<file path="src/rtl/debounce_pkg.sv">
// debounce_pkg: shared state encoding and default constants for the debounce controller
package debounce_pkg;
  localparam logic [1:0] IDLE = 2'b00;
  localparam logic [1:0] COUNT = 2'b01;
  localparam int DB_TICKS_DEF = 40;
  localparam int CNT_W_DEF = 6;
endpackage

</file>
<file path="src/rtl/debounce_tick_timer.sv">
// debounce_tick_timer: prescaled tick generator and saturating-at-target debounce time counter
module debounce_tick_timer
  import debounce_pkg::*;
#(
  parameter int CNT_W = CNT_W_DEF,
  parameter int DB_TICKS = DB_TICKS_DEF,
  parameter int TICK_DIV = 1,
  parameter int TICK_W = 16
) (
  input  logic             clk,
  input  logic             reset,
  input  logic             i_clear,
  input  logic             i_enable,
  output logic [CNT_W-1:0] o_count,
  output logic             o_done
);
  logic [TICK_W-1:0] r_pre;
  logic [CNT_W-1:0] r_cnt;
  logic w_tick;
  assign w_tick = r_pre == TICK_W'(TICK_DIV - 1);
  assign o_done = r_cnt == CNT_W'(DB_TICKS);
  assign o_count = r_cnt;
  always_ff @(posedge clk)
    if (reset || i_clear) begin
      r_pre <= '0;
      r_cnt <= '0;
    end else if (i_enable) begin
      r_pre <= w_tick ? '0 : r_pre + 1'b1;
      r_cnt <= (w_tick && !o_done) ? r_cnt + 1'b1 : r_cnt;
    end
endmodule

</file>
<file path="src/rtl/debounce_ctrl.sv">
// debounce_ctrl: debounced button level with one-cycle rise/fall pulses
// DEBOUNCE_SYNC_EN inserts a two-flop synchronizer ahead of the sample register
module debounce_ctrl
  import debounce_pkg::*;
#(
  parameter int   CNT_W = CNT_W_DEF,
  parameter int   DB_TICKS = 40,
  parameter int   TICK_DIV = 1,
  parameter int   TICK_W = 16,
  parameter logic RESET_VAL = 1'b0
) (
  input  logic clk,
  input  logic reset,
  input  logic btn_in,
  output logic btn_stable,
  output logic rise_pulse,
  output logic fall_pulse,
  output logic busy
);
  logic r_sample, r_stable, r_rise, r_fall;
  logic [1:0] r_state, w_next;
  logic w_in, w_diff, w_done, w_finish, w_clear;
  logic [CNT_W-1:0] w_count;
`ifdef DEBOUNCE_SYNC_EN
  logic [1:0] r_sync;
  always_ff @(posedge clk) r_sync <= reset ? {2{RESET_VAL}} : {r_sync[0], btn_in};
  assign w_in = r_sync[1];
`else
  assign w_in = btn_in;
`endif
  always_ff @(posedge clk) r_sample <= reset ? RESET_VAL : w_in;
  assign w_diff = r_sample != r_stable;
  always_ff @(posedge clk) r_state <= reset ? IDLE : w_next;
  always_comb w_next = (r_state == IDLE) ? (w_diff ? COUNT : IDLE) : (!w_diff || w_done) ? IDLE : COUNT;
  always_comb begin
    busy = r_state == COUNT;
    w_finish = busy && w_diff && w_done;
    w_clear = !busy || !w_diff || w_done;
  end
  always_ff @(posedge clk)
    if (reset) begin
      r_stable <= RESET_VAL;
      r_rise <= 1'b0;
      r_fall <= 1'b0;
    end else begin
      if (w_finish) r_stable <= r_sample;
      r_rise <= w_finish && r_sample;
      r_fall <= w_finish && !r_sample;
    end
  debounce_tick_timer #(
    .CNT_W(CNT_W),
    .DB_TICKS(DB_TICKS),
    .TICK_DIV(TICK_DIV),
    .TICK_W(TICK_W)
  ) u_timer (
    .clk(clk),
    .reset(reset),
    .i_clear(w_clear),
    .i_enable(busy),
    .o_count(w_count),
    .o_done(w_done)
  );
  // finish fires at DB_TICKS, so the counter can never pass it
  a_no_wrap: assert property (@(posedge clk) disable iff (reset) w_count <= CNT_W'(DB_TICKS));
  assign btn_stable = r_stable;
  assign rise_pulse = r_rise;
  assign fall_pulse = r_fall;
endmodule
</file>
<file path="config.mk">
export PLATFORM = sky130hd
export DESIGN_NAME = debounce_ctrl
export DESIGN_NICKNAME = d
export VERILOG_FILES = /design/src/rtl/debounce_pkg.sv /design/src/rtl/debounce_tick_timer.sv /design/src/rtl/debounce_ctrl.sv
export SDC_FILE = /design/constraint.sdc
export NUM_CORES = 1
export LEC_CHECK = 0
export CORE_MARGIN = 4
export CORE_UTILIZATION = 30
export CTS_CLUSTER_SIZE = 40
export DETAILED_ROUTE_END_ITERATION = 10
export HOLD_SLACK_MARGIN = 0.05
export SETUP_SLACK_MARGIN = 0.4
export SYNTH_ARGS = -nofsm -noshare
export SYNTH_HDL_FRONTEND = slang
export SYNTH_SLANG_ARGS = --single-unit
</file>
<file path="constraint.sdc">
create_clock -name clk -period 2.05 [get_ports clk]
set_input_delay 0.615 -clock clk [delete_from_list [all_inputs] [get_ports clk]]
set_output_delay 0.615 -clock clk [all_outputs]
set_load 0.1 [all_outputs]
</file>
==> impl_metrics.env, run 1 <==
export IMPL_layout_cells_non_filler=202
export IMPL_clkPwrFrac=0.350
export IMPL_yosys_area_top_type_share=0.438
export IMPL_grt_pass1_wl_mm=4.05
export IMPL_fmax_mhz=601
export IMPL_ys_ff_latch=27
export IMPL_mostFrequentLayoutCells="25 x nor2_1, 23 x dfxtp_1, 14 x xnor2_1"
export IMPL_drt_iter0_drc=62
export IMPL_setup_worst_path_class="register to register"
export IMPL_ys_seq_area_frac=0.438
export IMPL_period_needed_ns=1.66
export IMPL_hpwl_mm=1.63
export IMPL_cellPowerDensity_mw_per_mm2=546
export IMPL_synth_cells=138
export IMPL_worst_pin_slew_ns=0.301
export IMPL_fin_setup_tns_ns=0
export IMPL_crit_fanout=12
export IMPL_routabilityCongestion=0.853
export IMPL_hold_buffers=0
export IMPL_pwr_share_seq=0.617
export IMPL_die_w_um=72.1
export IMPL_drc=0
export IMPL_synth_cell_types=26
export IMPL_chipHeight_um=72.1
export IMPL_netlist_top_cells_area="dfxtp_1 44%, xnor2_1 9.9%, nor2_1 7.6%, nand4_1 4.6%, ha_1 4.1%"
export IMPL_cts_root_buffer="clkbuf_8"
export IMPL_firstDrtPassIters=6
export IMPL_critPathRequiredTime_ns=2.26
export IMPL_finalCritPeriodShare=0.811
export IMPL_finalInstanceArea_mm2=0.00158
export IMPL_drive_gt1_frac=0.263
export IMPL_syn_area_mm2=0.00123
export IMPL_nNetsFinal=160
export IMPL_setup_worst_path_start_class="register"
export IMPL_h_tree_depth=1
export IMPL_dpl_cell_area_mm2=0.00141
export IMPL_worstHoldPathType="register to register"
export IMPL_yosysWarnings=0
export IMPL_net_switching_power_uw=184
export IMPL_start_util=0.308
export IMPL_clock_sinks=27
export IMPL_fillCellCount=401
export IMPL_clk_pin_slew_worst_paths_ns=0.09
export IMPL_final_common_cell="nor2_1"
export IMPL_syn_area_per_cell_um2=8.94
export IMPL_grt_pass1_vias=963
export IMPL_clock_skew_ns=0.00169
export IMPL_via_count=1002
export IMPL_clock_latency_ns=0.27
export IMPL_ff2ff_setup_slack_ns=0.39
export IMPL_routed_wl_mm=2.40
export IMPL_critical_path_slowest_cell="dfxtp_4"
export IMPL_p_comb_frac=0.033
export IMPL_drv_slew=0
export IMPL_coreArea_mm2=0.00400
export IMPL_whs_ns=0.476
export IMPL_endpoint_kind="register"
export IMPL_ctsLongestPathBuffers=2
export IMPL_maxSlewHeadroom=0.799
export IMPL_crit_cells=5
export IMPL_io_pins=7
export IMPL_rsz0062_at_grt="yes"
export IMPL_path_delay_family="simple AND/OR/NAND/NOR gates"
export IMPL_dieArea_mm2=0.00520
export IMPL_yosysTopAreaCell="dfxtp_1"
export IMPL_cp_cell_sequence="nor4b_2, nand4_1, buf_6, or4_4, a21oi_1"
export IMPL_final_hold_viol_count=0
export IMPL_port_buffers=6
export IMPL_ant_nets=0
export IMPL_critPathBufInv=1
export IMPL_placementRows=23
export IMPL_num_antenna_cells=0
export IMPL_syn2layout_area_growth_pct=27.7
export IMPL_max_stage_delay_ns=0.46
export IMPL_wl_per_cell_um=11.9
export IMPL_cts_tree="done"
export IMPL_maxCapViolations=0
export IMPL_switching_share=0.214
export IMPL_overflow=0
export IMPL_grt_total_usage=0.0939
export IMPL_antenna_found_initial=0
export IMPL_internal_power_uw=675
export IMPL_setup_viol=0
export IMPL_avgViaCountPerCell=4.96
export IMPL_numCtsBuffers=3
export IMPL_placed_cells=192
export IMPL_status="finished, final reports clean"
export IMPL_min_path_cells=1
export IMPL_p_leak_uw=0.000472
export IMPL_r2r_cells=5
export IMPL_worstPathArrival_ns=1.87
export IMPL_syn_num_nets=145
export IMPL_power_uw=859
export IMPL_irDropWorstVdd_v=0.000260
export IMPL_grt_start_max_net_pins=17
sequential cells by signal (all words and copies together), names as in the netlist:
register,cells
u_timer.o_count,6
fall_pulse,1
r_sample,1
rise_pulse,1
r_state,1
u_timer.r_pre,16
btn_stable,1
per-layer routing:
metal	track usage	wire (µm)	share of wire	vias to the layer above
met5	0	0	0	-
met4	0.0125	21	0.0088	0
met3	0.0291	63	0.026	4
met2	0.165	1200	0.50	12
met1	0.115	1110	0.46	486
li1	-	-	-	500
kinds of logic after synthesis:
group,Yosys count,share of synthesized area
and+or+nand+nor,66,0.287
DFF,27,0.438
xor gates and xnor gates,17,0.121
buffers and inverters,13,0.0507
AOI/OAI and AO/OA,8,0.0385
adders and majority gates,4,0.0406
muxes,3,0.0243
stage by stage:
stage / utilization / worst slack (ns)
2_1_floorplan: - / 0.373
3_3_place_gp: 0.352 / 0.271
3_5_place_dp: 0.352 / 0.228
4_1_cts: 0.372 / 0.392
5_1_grt: 0.394 / 0.317
6_report: 0.394 / 0.387
final timing paths:
kind / startpoint / endpoint
setup / recovery: r_state[0] / u_timer.o_count[5]
hold / removal: r_sample / fall_pulse
setup reg to reg: r_state[0] / u_timer.o_count[5]
hold reg to reg: r_sample / fall_pulse
cell type report:
class	instances	area (µm²)	share of cell area
clock buffer	3	41.3	0.0262
multi-input combinational	98	721	0.458
tap	50	62.6	0.0397
clock inverter	1	5.00	0.00318
sequential	27	548	0.348
inverter	9	33.8	0.0214
timing repair buffer	14	164	0.104
cell usage after synthesis:
cell and instances:
mux2i_1 3, o21ai_0 1, nor4b_1 1, nor2_1 25, xnor2_1 14, o31ai_1 3, ha_1 4, or4_1 3
or3_1 1, nor2b_1 1, buf_6 1, nand4_1 9, nand3_1 6, buf_4 1, dfxtp_1 27, inv_1 9
xor2_1 3, a21oi_1 4, buf_2 2, nor4_2 1, nor4_1 5, nor4b_4 1, nor3_1 4, nor4bb_1 1
nand2_1 7, and2_1 1
timing repair:
item / 4_1_cts / 5_1_grt
setup buffers: 3 / 3
resized for setup: 4 / 15
setup endpoints to repair: 21 / 22
pin swaps: 1 / 8
gates cloned: 0 / 0
power by group through the flow:
| stage | Combinational [µW] | Clock, µW | Sequential [µW] |
|---|---|---|---|
| 2_1_floorplan | 13.3 | 0 | 545 |
| 3_3_place_gp | 24.8 | 0 | 542 |
| 3_5_place_dp | 25.5 | 0 | 542 |
| 4_1_cts | 27.6 | 314 | 530 |
| 5_1_grt | 30.2 | 339 | 531 |
| 6_report | 28.6 | 301 | 530 |
(Power assumes the default switching activity.)
==> run 2, diff against run 1 <==
==> constraint.sdc (replaced) <==
create_clock -name clk -period 1.65 [get_ports clk]
set_input_delay 0.495 -clock clk [delete_from_list [all_inputs] [get_ports clk]]
set_output_delay 0.495 -clock clk [all_outputs]
set_load 0.1 [all_outputs]
==> run 2 against run 1 <==
  * Power rose by 24%
  * Sequential cell count stayed put
  * Clock power grew 22%
  * Cell area rose by 20%
  * Core utilization rose by 7.9 points
  * Non-clock buffer count up 15
  * Routed wire length grew 22%
  * Cell count is 7.4% higher
  * Largest cell class unchanged
==> impl_metrics.env, run 2 (synthesis results as in run 1) <==
export IMPL_cp_cell_sequence="nor4b_2, nand4_1, buf_6, buf_4, o31ai_2, a21oi_2"
export IMPL_fin_setup_tns_ns=0
export IMPL_routed_wl_mm=2.92
export IMPL_internal_power_uw=842
export IMPL_drv_slew=0
export IMPL_post_route_util=0.473
export IMPL_net_switching_power_uw=227
export IMPL_min_path_cells=2
export IMPL_clkPwrFrac=0.344
export IMPL_fmax_mhz=620
export IMPL_drc=0
export IMPL_setup_worst_path_start_class="register"
export IMPL_path_delay_family="simple AND/OR/NAND/NOR gates"
export IMPL_ctsLongestPathBuffers=2
export IMPL_power_uw=1070
export IMPL_port_buffers=6
export IMPL_clock_skew_ns=0.00442
export IMPL_drive_gt1_frac=0.497
export IMPL_finalCritPeriodShare=0.977
export IMPL_mostFrequentLayoutCells="19 x buf_4, 16 x dfxtp_1, 12 x xnor2_1"
export IMPL_io_pins=7
export IMPL_avgViaCountPerCell=4.84
export IMPL_max_stage_delay_ns=0.36
export IMPL_maxSlewHeadroom=0.797
export IMPL_rsz0062_at_grt="yes"
export IMPL_cts_root_buffer="clkbuf_8"
export IMPL_period_needed_ns=1.61
export IMPL_grt_start_max_net_pins=16
export IMPL_maxCapViolations=0
export IMPL_crit_cells=6
export IMPL_p_comb_frac=0.045
export IMPL_syn2layout_area_growth_pct=53.2
export IMPL_firstDrtPassIters=4
export IMPL_routabilityCongestion=0.747
export IMPL_critPathBufInv=2
export IMPL_final_hold_viol_count=0
export IMPL_wl_per_cell_um=13.5
export IMPL_overflow=0
export IMPL_p_leak_uw=0.000621
export IMPL_dpl_cell_area_mm2=0.00153
export IMPL_coreArea_mm2=0.00400
export IMPL_endpoint_kind="register"
export IMPL_hpwl_mm=1.85
export IMPL_switching_share=0.212
export IMPL_setup_worst_path_class="register to register"
export IMPL_chipHeight_um=72.1
export IMPL_antenna_found_initial=0
export IMPL_ant_nets=0
export IMPL_placementRows=23
export IMPL_grt_pass1_vias=1147
export IMPL_die_w_um=72.1
export IMPL_finalInstanceArea_mm2=0.00189
export IMPL_dieArea_mm2=0.00520
export IMPL_critical_path_slowest_cell="dfxtp_1"
export IMPL_drt_iter0_drc=8
export IMPL_ff2ff_setup_slack_ns=0.04
export IMPL_crit_fanout=8
export IMPL_cts_tree="done"
export IMPL_cellPowerDensity_mw_per_mm2=565
export IMPL_irDropWorstVdd_v=0.000334
export IMPL_final_common_cell="buf_4"
export IMPL_critPathRequiredTime_ns=1.81
export IMPL_numCtsBuffers=3
export IMPL_setup_viol=0
export IMPL_worst_pin_slew_ns=0.304
export IMPL_worstHoldPathType="register to register"
export IMPL_regMostFlops="u_timer.r_pre"
export IMPL_grt_pass1_wl_mm=4.81
export IMPL_nNetsFinal=175
export IMPL_whs_ns=0.480
export IMPL_clk_pin_slew_worst_paths_ns=0.09
export IMPL_worstPathArrival_ns=1.77
export IMPL_status="finished, final reports clean"
export IMPL_r2r_cells=6
export IMPL_clock_latency_ns=0.27
export IMPL_start_util=0.308
export IMPL_clock_sinks=27
export IMPL_fillCellCount=353
export IMPL_pwr_share_seq=0.611
export IMPL_h_tree_depth=1
export IMPL_grt_total_usage=0.115
export IMPL_via_count=1050
export IMPL_num_antenna_cells=0
export IMPL_largest_reg_flops=16
run 2: changes by cell type in the layout (fill, tap and decap cells not counted), sizes merged:
cell,before,now
buf,12,27
run 2: metrics by stage:
step / worst slack (ns) / std cells
floorplan: 0.0430 / 138
global placement: 0.0204 / 204
detailed placement: -0.0616 / 204
CTS: 0.0700 / 216
global route: -0.0392 / 217
finish: 0.0384 / 217
run 2: path summary, 6_finish.rpt:
check,from,end
worst max register to register,u_timer.r_pre[6],u_timer.o_count[4]
worst min-delay path,r_sample,rise_pulse
worst min register to register,r_sample,rise_pulse
worst max-delay path,u_timer.r_pre[6],u_timer.o_count[4]
run 2: layer usage:
layer,up-vias,global-route usage,part of all wire
li1,533,-,-
met2,10,0.208,0.52
met1,499,0.134,0.43
met4,0,0.0480,0.023
met5,-,0,0
met3,8,0.0166,0.021
run 2: worst reg2reg max path: cells and delay by family, from the launching register on:
kind | cells | cell delay, ns
flops | 1 | 0.36
buf+inv | 2 | 0.32
compound gates | 2 | 0.34
simple gates | 2 | 0.48
run 2: timing repair:
item,4_1_cts,5_1_grt
pin swaps,8,6
endpoints found under the setup margin,28,30
gates cloned,1,0
buffers inserted,7,1
resized for setup,29,33
hold buffers,0,0
run 2: final cells by class:
type / count / area [µm²] / share of cell area
multi-input cells: 98 / 901 / 0.477
clock inverters: 1 / 5.00 / 0.00265
clock buffers: 3 / 41.3 / 0.0218
flip-flops and latches: 27 / 559 / 0.296
inverters: 9 / 33.8 / 0.0179
repair buffers: 29 / 288 / 0.152
well taps: 50 / 62.6 / 0.0331
run 2: power groups by stage:
stage          sequential, µW  clock (µW)  combinational, µW
2_1_floorplan             675           0               16.8
3_3_place_gp              670           0               33.7
3_5_place_dp              670           0               34.6
4_1_cts                   654         388               45.3
5_1_grt                   654         407               50.9
6_report                  654         367               48.0
